File: src/rtl/cma_eq_ctrl.sv
// Sequencing controller for the CMA blind equalizer: flush, windowed training, lock tracking and timeout.
// Optional build macro CMA_EQ_CTRL_IRQ_EN adds an irq pulse on lock, unlock and fail events.
module cma_eq_ctrl #(
    parameter int ERR_W        = 32,
    parameter int WIN_LOG2     = 6,
    parameter int FLUSH_LEN    = 16,
    parameter int LOCK_WINS    = 4,
    parameter int TIMEOUT_WINS = 256
) (
    input  logic             clk,
    input  logic             rst_n,
    input  logic             start,
    input  logic             stop,
    input  logic             eq_out_valid,
    input  logic [ERR_W-1:0] eq_error_mag,
    input  logic [ERR_W-1:0] lock_thresh,
    input  logic [ERR_W-1:0] unlock_thresh,
    output logic             eq_enable,
    output logic             out_gate,
    output logic             locked,
    output logic             fail,
    output logic [2:0]       state,
    output logic [ERR_W-1:0] win_err_avg,
    output logic [15:0]      win_count
`ifdef CMA_EQ_CTRL_IRQ_EN
    ,
    output logic             irq
`endif
);

    localparam int ACC_W  = ERR_W + WIN_LOG2;
    localparam int FL_W   = $clog2(FLUSH_LEN + 1);
    localparam int CNT_W  = (WIN_LOG2 > FL_W) ? WIN_LOG2 : FL_W;
    localparam int GOOD_W = $clog2(LOCK_WINS + 1);

    typedef enum logic [2:0] {
        IDLE   = 3'd0,
        FLUSH  = 3'd1,
        TRAIN  = 3'd2,
        LOCKED = 3'd3,
        FAIL   = 3'd4
    } state_t;

    state_t            state_q, state_d;
    logic [ACC_W-1:0]  acc_q, acc_d, acc_sum;
    logic [CNT_W-1:0]  cnt_q, cnt_d;
    logic [GOOD_W-1:0] good_q, good_d;
    logic [15:0]       win_cnt_d, win_cnt_inc;
    logic [ERR_W-1:0]  avg_d, avg_new;
    logic              win_done, is_good;

    function automatic logic [15:0] sat_inc16(input logic [15:0] v);
        return (v == 16'hFFFF) ? v : v + 16'd1;
    endfunction

    always_comb begin
        acc_sum     = acc_q + ACC_W'(eq_error_mag);
        avg_new     = ERR_W'(acc_sum >> WIN_LOG2);
        win_cnt_inc = sat_inc16(win_count);
        win_done    = eq_out_valid && (cnt_q == CNT_W'((1 << WIN_LOG2) - 1));
        is_good     = (avg_new < lock_thresh);

        state_d   = state_q;
        acc_d     = acc_q;
        cnt_d     = cnt_q;
        good_d    = good_q;
        win_cnt_d = win_count;
        avg_d     = win_err_avg;

        // stop overrides start and any window decision in the same cycle
        if (stop) begin
            state_d   = IDLE;
            acc_d     = '0;
            cnt_d     = '0;
            good_d    = '0;
            win_cnt_d = '0;
        end else begin
            case (state_q)
                IDLE, FAIL: begin
                    if (start) begin
                        state_d = FLUSH;
                        acc_d   = '0;
                        cnt_d   = '0;
                    end
                end
                FLUSH: begin
                    if (eq_out_valid) begin
                        if (cnt_q == CNT_W'(FLUSH_LEN - 1)) begin
                            state_d   = TRAIN;
                            acc_d     = '0;
                            cnt_d     = '0;
                            good_d    = '0;
                            win_cnt_d = '0;
                        end else begin
                            cnt_d = cnt_q + CNT_W'(1);
                        end
                    end
                end
                TRAIN, LOCKED: begin
                    if (win_done) begin
                        acc_d     = '0;
                        cnt_d     = '0;
                        avg_d     = avg_new;
                        win_cnt_d = win_cnt_inc;
                        if (state_q == TRAIN) begin
                            good_d = is_good ? good_q + GOOD_W'(1) : '0;
                            // lock wins over timeout on the same window
                            if (is_good && good_q == GOOD_W'(LOCK_WINS - 1))
                                state_d = LOCKED;
                            else if (win_cnt_inc >= 16'(TIMEOUT_WINS))
                                state_d = FAIL;
                        end else if (avg_new > unlock_thresh) begin
                            state_d   = TRAIN;
                            good_d    = '0;
                            win_cnt_d = '0;
                        end
                    end else if (eq_out_valid) begin
                        acc_d = acc_sum;
                        cnt_d = cnt_q + CNT_W'(1);
                    end
                end
                default: state_d = IDLE;
            endcase
        end
    end

    always_ff @(posedge clk or negedge rst_n) begin
        if (!rst_n) begin
            state_q     <= IDLE;
            acc_q       <= '0;
            cnt_q       <= '0;
            good_q      <= '0;
            win_count   <= '0;
            win_err_avg <= '0;
            eq_enable   <= 1'b0;
            out_gate    <= 1'b0;
            locked      <= 1'b0;
            fail        <= 1'b0;
        end else begin
            state_q     <= state_d;
            acc_q       <= acc_d;
            cnt_q       <= cnt_d;
            good_q      <= good_d;
            win_count   <= win_cnt_d;
            win_err_avg <= avg_d;
            eq_enable   <= (state_d == FLUSH) || (state_d == TRAIN) || (state_d == LOCKED);
            out_gate    <= (state_d == LOCKED);
            locked      <= (state_d == LOCKED);
            fail        <= (state_d == FAIL);
        end
    end

`ifdef CMA_EQ_CTRL_IRQ_EN
    always_ff @(posedge clk or negedge rst_n) begin
        if (!rst_n)
            irq <= 1'b0;
        else
            irq <= !stop && (state_d != state_q) &&
                   ((state_d == LOCKED) || (state_d == FAIL) || (state_q == LOCKED));
    end
`endif

    assign state = state_q;

endmodule
File: config.mk
export PLATFORM = sky130hd
export DESIGN_NAME = cma_eq_ctrl
export DESIGN_NICKNAME = d
export VERILOG_FILES = /design/src/rtl/cma_eq_ctrl.sv
export SDC_FILE = /design/constraint.sdc
export NUM_CORES = 1
export LEC_CHECK = 0
export ABC_AREA = 1
export CORE_MARGIN = 3
export CORE_UTILIZATION = 53
export CTS_BUF_LIST = sky130_fd_sc_hd__clkbuf_16
export CTS_CLUSTER_DIAMETER = 50
export DETAILED_ROUTE_END_ITERATION = 10
export PLACE_DENSITY = 0.82
export SLEW_MARGIN = 20
export SYNTH_ARGS = -nofsm -noshare
export SYNTH_HDL_FRONTEND = slang
export SYNTH_SLANG_ARGS = --single-unit
File: constraint.sdc
create_clock -name clk -period 4.37 [get_ports clk]
set_clock_uncertainty 0.05 [all_clocks]
set_input_delay 0.437 -clock clk [delete_from_list [all_inputs] [get_ports clk]]
set_output_delay 0.437 -clock clk [all_outputs]
set_load 0.01 [all_outputs]
* Word-level counts from Yosys, hierarchy flattened
Index checks and enable logic that the tools add are counted.
Word-level totals: logic and storage cells 89, bits of input ports 101, output and inout port bits 55, bits in registers 101
Cells by class: reduce and logical (&&, ||, !) cells 14, equality and inequality tests 18, bitwise gates (word level) 1, magnitude comparators 3, add/sub/neg operators 4, mux-type cells 40
Operator list (number):
- two-way mux 38 bit | 6
- one-hot mux 38 bit (3 select lines) | 1
- two-way mux 16 bit | 7
- two-way mux 3 bit | 16
- adder 38 x 32 -> 38 bit | 1
- two-way mux 6 bit | 6
- > comparator 32 bit | 1
- less-than comparator 32 bit | 1
- one-hot mux 16 bit (2 select lines) | 1
- one-hot mux 6 bit (3 select lines) | 1
- adder 16 x 1 -> 16 bit, second input constant | 1
- equality test 16 bit, second input constant | 1
- >= comparator 16 x 9 -> 1 bit, second input constant | 1
- equality test 3 x 2 -> 1 bit, second input constant | 5
- inequality test 3 bit, second input constant | 4
- AND reduction 5 bit | 2
- one-hot mux 3 bit (3 select lines) | 1
- inequality test 4 bit, second input constant | 2
- AND reduction 4 bit | 2
- adder 6 x 1 -> 6 bit, second input constant | 1
- equality test 3 x 1 -> 1 bit, second input constant | 2
- equality test 3 bit, second input constant | 2
- equality test 6 x 4 -> 1 bit, second input constant | 1
- equality test 6 bit, second input constant | 1
- 10 further kinds | 13

* Longest topological paths before layout
depth after elaboration 12, depth in mapped cells 30

* Worst setup path before layout
Ideal clock, no wire load.
path type input to register, start point input eq_error_mag[0], end point register win_count[14], required time 4185 ps, slack 365 ps, setup time 135 ps, data arrival time 3820 ps, stages 27, cell sequence ha_1 fa_1 nand2_1 nand2_1 nand3_1 nand2_1 a21boi_2 o21ai_2 nand2_1 nand2_1 nand2_1 nand2_2 a21oi_2 o21ai_0 or2_1 and2_1 ha_1 nand4_1 nor4_1 nand2_1 nand2_1 nand2_1 inv_1 nand2_1 nand2_1 buf_2 o21ai_0
On the way: longest elaborated chain between the ends 7
RTL lines:
- from (decl) | line 15 | input logic [ERR_W-1:0] eq_error_mag,
- adder 38 x 32 -> 38 bit | line 57 | acc_sum = acc_q + ACC_W'(eq_error_mag);
- named net acc_sum[28] | line 45 | logic [ACC_W-1:0] acc_q, acc_d, acc_sum;
- > comparator 32 bit | line 112 | end else if (avg_new > unlock_thresh) begin
- two-way mux 16 bit | line 112
- two-way mux 16 bit | line 105 | if (state_q == TRAIN) begin
- two-way mux 16 bit | line 100 | if (win_done) begin
- one-hot mux 16 bit (2 select lines) | line 78 | case (state_q)
- two-way mux 16 bit | line 71 | if (stop) begin
- to (signal assigned) | line 144 | win_count <= win_cnt_d;
- to (decl) | line 24 | output logic [15:0] win_count
The timed path passes the listed nets, and every way through them passes these cells. The select of a mux whose other input is x is not followed. A chain may end at the register's enable or synchronous reset.

* Worst setup path after layout
start point register acc_q[0], end point register eq_enable
On the way: longest elaborated chain between the ends 11, elaborated cells between the ends (all ways) 15, those cells by class add/sub (1); order compare (2); eq/ne (3); mux (6); reduce/logical (3)
RTL lines:
- from (decl) | line 45
- from (signal assigned) | line 130 | acc_q <= '0;
- from (signal assigned) | line 141 | acc_q <= acc_d;
- adder 38 x 32 -> 38 bit (*) | line 57
- named net acc_sum[36] | line 45
- less-than comparator 32 bit | line 61 | is_good = (avg_new < lock_thresh);
- logical AND 1 bit | line 108 | if (is_good && good_q == GOOD_W'(LOCK_WINS - 1))
- two-way mux 3 bit | line 108
- two-way mux 3 bit (*) | line 105
- two-way mux 3 bit (*) | line 100
- one-hot mux 3 bit (3 select lines) (*) | line 78
- two-way mux 3 bit (*) | line 71
- equality test 3 x 1 -> 1 bit or equality test 3 x 2 -> 1 bit (tied branches) | line 146 | eq_enable <= (state_d == FLUSH) || (state_d == TRAIN) || (state_d == LOCKED);
- logical OR 1 bit | line 146
- logical OR 1 bit (*) | line 146
- to (signal assigned) | line 146
- to (decl) | line 18 | output logic eq_enable,
Mark *: on every way through the listed nets, which the timed path passes. The rest lies on a longest branch.

==> results.json <==
{
  "drcViolationCount": 0,
  "p_int_mw": 1.65,
  "synth.distinct_cells": 55,
  "critical_path.max_fanout": 3,
  "routed-via-count": 8130,
  "crit_path_frequent_cell": "nand2_2",
  "grt_pass1_wl_um": 38000,
  "p_sw_share_pct": 27.5,
  "synth_area_leaders": "dfrtp_1 32%, ha_1 16%, nand2_1 13%",
  "combPwrFrac_pct": 18.6,
  "violations": "negative setup slack",
  "diodes": 0,
  "yosys.cell_count.top_type": "nand2_1",
  "yosys.area.top_type_share_pct": 32.2,
  "dieWidth_um": 128,
  "gp_congestion": 1.01,
  "switchingPower_mw": 0.625,
  "cts_root_buffer": "clkbuf_16",
  "synth_area_leader_cell": "dfrtp_1",
  "r2r_start": "acc_q[0]",
  "cp_data_arrival_time_ns": 4.68,
  "cp.required_ns": 4.58,
  "wire_per_inst_um": 16.1,
  "hold_class": "in -> async",
  "max_stage_delay_ns": 0.40,
  "hold_viol_final": 0,
  "first_global_vias": 7949,
  "clkTransAtPathRegs_ns": 0.07,
  "worstSetupEndpointType": "flip-flop",
  "worst_slew_pin_slew_ns": 0.979,
  "cp_top_family": "simple AND/OR/NAND/NOR gates",
  "critical_path_depth": 32,
  "cp-startpoint": "acc_q[0]",
  "r2r_cells": 32,
  "p_leak_nw": 5.71,
  "areaGrowthSynthToFinish_pct": 40.4,
  "clk-insertion-delay-late_ns": 0.37,
  "finalSetupViolCount": 18,
  "grt_antenna_before_repair": 0,
  "ys_ff_latch": 101,
  "overflow": 0,
  "max_freq_ghz": 0.223,
  "cp_num_buf_inv": 3,
  "numCtsBuffers": 9,
  "cts_tree": "done",
  "fillerInstances": 1029,
  "clock-sinks": 101,
  "netlist_instances": 1034,
  "clockBufferDepth": 2,
  "dp_hpwl_um": 18000,
  "seq_area_frac_synth_pct": 32.2,
  "cap_viol_max_count": 0,
  "synth_edf_count": 0,
  "clockPowerShare_pct": 39.9,
  "rows": 43,
  "outcome": "complete, but fails checks",
  "viasPerCell": 5.48,
  "drive_above_1_share_pct": 16.8,
  "cts_hold_buffers": 0,
  "synth_nets": 1235,
  "synth_area_um2": 7850,
  "place_area_um2": 10300,
  "io_buffers": 155,
  "drt-initial-drc-count": 595,
  "dr.pass1.iters": 6,
  "ys_warn_count": 0,
  "drt_wl_total_um": 24000,
  "initial_core_util_pct": 55.2,
  "cp_slowest_cell": "dfrtp_1",
  "min_period_ns": 4.48,
  "die_h_um": 128,
  "ir_drop_mv": 0.207,
  "antenna_left": 0,
  "slew_headroom_pct": 34.8,
  "start_kind": "flip-flop",
  "timing.rr.end": "eq_enable",
  "crit_path_end": "eq_enable",
  "setup_ws_ns": -0.107,
  "grt_max_degree": 75,
  "ios": 156,
  "synthArstFlopShare_pct": 100,
  "synth_area_per_cell_um2": 7.59,
  "reg2reg_slack_ns": -0.11,
  "core_um2": 14200,
  "post-place-ws_ns": -0.549,
  "power_frac_seq_pct": 41.6,
  "h-tree-depth": 3,
  "netlist_top_cells_count": "266 x nand2_1, 138 x inv_1, 101 x dfrtp_1",
  "grt_use_total_pct": 28.7,
  "slew_violations": 0,
  "fin_area_um2": 11000,
  "criticalPathCategory": "reg -> reg",
  "nets": 1500,
  "grt_setup_unrepaired": "true",
  "powerDensity_nw_per_um2": 206,
  "synth_ff_type": "dfrtp_1",
  "fp.dieArea_um2": 16300,
  "timing.final.crit_share_pct": 102
}
-- routing by layer --
| layer | track usage [%] | wire [µm] |
|---|---|---|
| met1 | 39.9 | 10700 |
| met2 | 46.0 | 10900 |
| met3 | 5.88 | 1800 |
| met4 | 7.68 | 521 |
| met5 | 0 | 0 |
-- what timing repair did --
item / 4_1_cts / 5_1_grt
setup endpoints to repair: 25 / 25
endpoints found under the hold margin: 0 / 0
setup buffers: 0 / 10
pin swaps: 2 / 40
resized for setup: 13 / 57
-- cell families after synthesis --
logic type,count (synthesis),share of synthesized area (%)
simple gates,428,23.7
compound gates,208,16.1
buf+inv,163,8.20
flops,101,32.2
fa+ha+maj,100,16.0
xor+xnor,33,3.68
mux,1,0.128
-- power groups by stage --
stage                     registers [mW]  clock network (mW)  logic, mW
after detailed placement           0.962                   0      0.398
after global placement             0.962                   0      0.391
final                              0.945               0.905      0.422
after CTS                          0.944               0.910      0.404
after floorplan                    0.962                   0      0.187
after global routing               0.945               0.951      0.467
-- cells in the final DEF (no fill, tap or decap), drive strengths merged --
cell type / synthesis / final
nand2: 274 / 274
clkdlybuf4s50: 0 / 152
inv: 145 / 149
buf: 10 / 117
dfrtp: 101 / 101
ha: 99 / 99
a21oi: 87 / 87
nor2: 65 / 65
o21ai: 58 / 58
nand3: 34 / 34
xor2: 26 / 26
nand4: 22 / 22
a22o: 16 / 16
nor3: 11 / 11
clkbuf: 7 / 9
xnor2: 7 / 7
o22ai: 7 / 7
nor4: 7 / 7
o21a: 6 / 6
o221ai: 6 / 6
or2: 6 / 6
and2: 5 / 5
o211ai: 4 / 4
o32ai: 4 / 4
o21bai: 4 / 4
a31oi: 3 / 3
a21boi: 3 / 3
a211oi: 3 / 3
a21o: 2 / 2
nand3b: 2 / 2
a32o: 2 / 2
o2111ai: 2 / 2
bufinv: 0 / 2
dlymetal6s2s: 0 / 2
clkinv: 1 / 2
and3: 1 / 1
a2111oi: 1 / 1
nor3b: 1 / 1
mux2i: 1 / 1
fa: 1 / 1
-- stage by stage --
step / hold WS (ns) / setup TNS, ns / power (mW) / util [%] / cells
final: 0.185 / -1.38 / 2.27 / 77.6 / 1484
after global routing: 0.262 / -8.11 / 2.36 / 77.6 / 1484
after CTS: 0.221 / 0 / 2.26 / 75.3 / 1474
after detailed placement: 0.414 / -11.73 / 1.36 / 72.7 / 1458
after global placement: 0.413 / -11.93 / 1.35 / 72.7 / 1458
after floorplan: 0.0914 / 0 / 1.15 / - / 1034
-- layout make-up --
cell class / count / area [µm²] / share of cell area (%)
multi-input cells: 770 / 4950 / 45.0
clock inverters: 7 / 96.3 / 0.875
well taps: 180 / 225 / 2.04
flip-flops and latches: 101 / 2530 / 22.9
clock buffers: 9 / 225 / 2.04
inverters: 146 / 549 / 4.99
repair buffers: 271 / 2440 / 22.1
-- worst min path at each step --
| stage | to | slack [ns] | cells past startpoint |
|---|---|---|---|
| after floorplan | acc_q[0] | 0.09 | 0 |
| after global placement | win_err_avg[21] | 0.41 | 2 |
| after detailed placement | win_err_avg[28] | 0.41 | 2 |
| after CTS | acc_q[31] | 0.22 | 1 |
| after global routing | win_err_avg[27] | 0.26 | 1 |
| final | win_err_avg[27] | 0.18 | 1 |
-- sequential cells by signal, summed over array words and instances, names as in the netlist --
name / count
fail: 1
cnt_q: 6
state: 3
win_count: 16
eq_enable: 1
good_q: 3
win_err_avg: 32
locked: 1
acc_q: 38
Power figures use the tool's default switching activity.
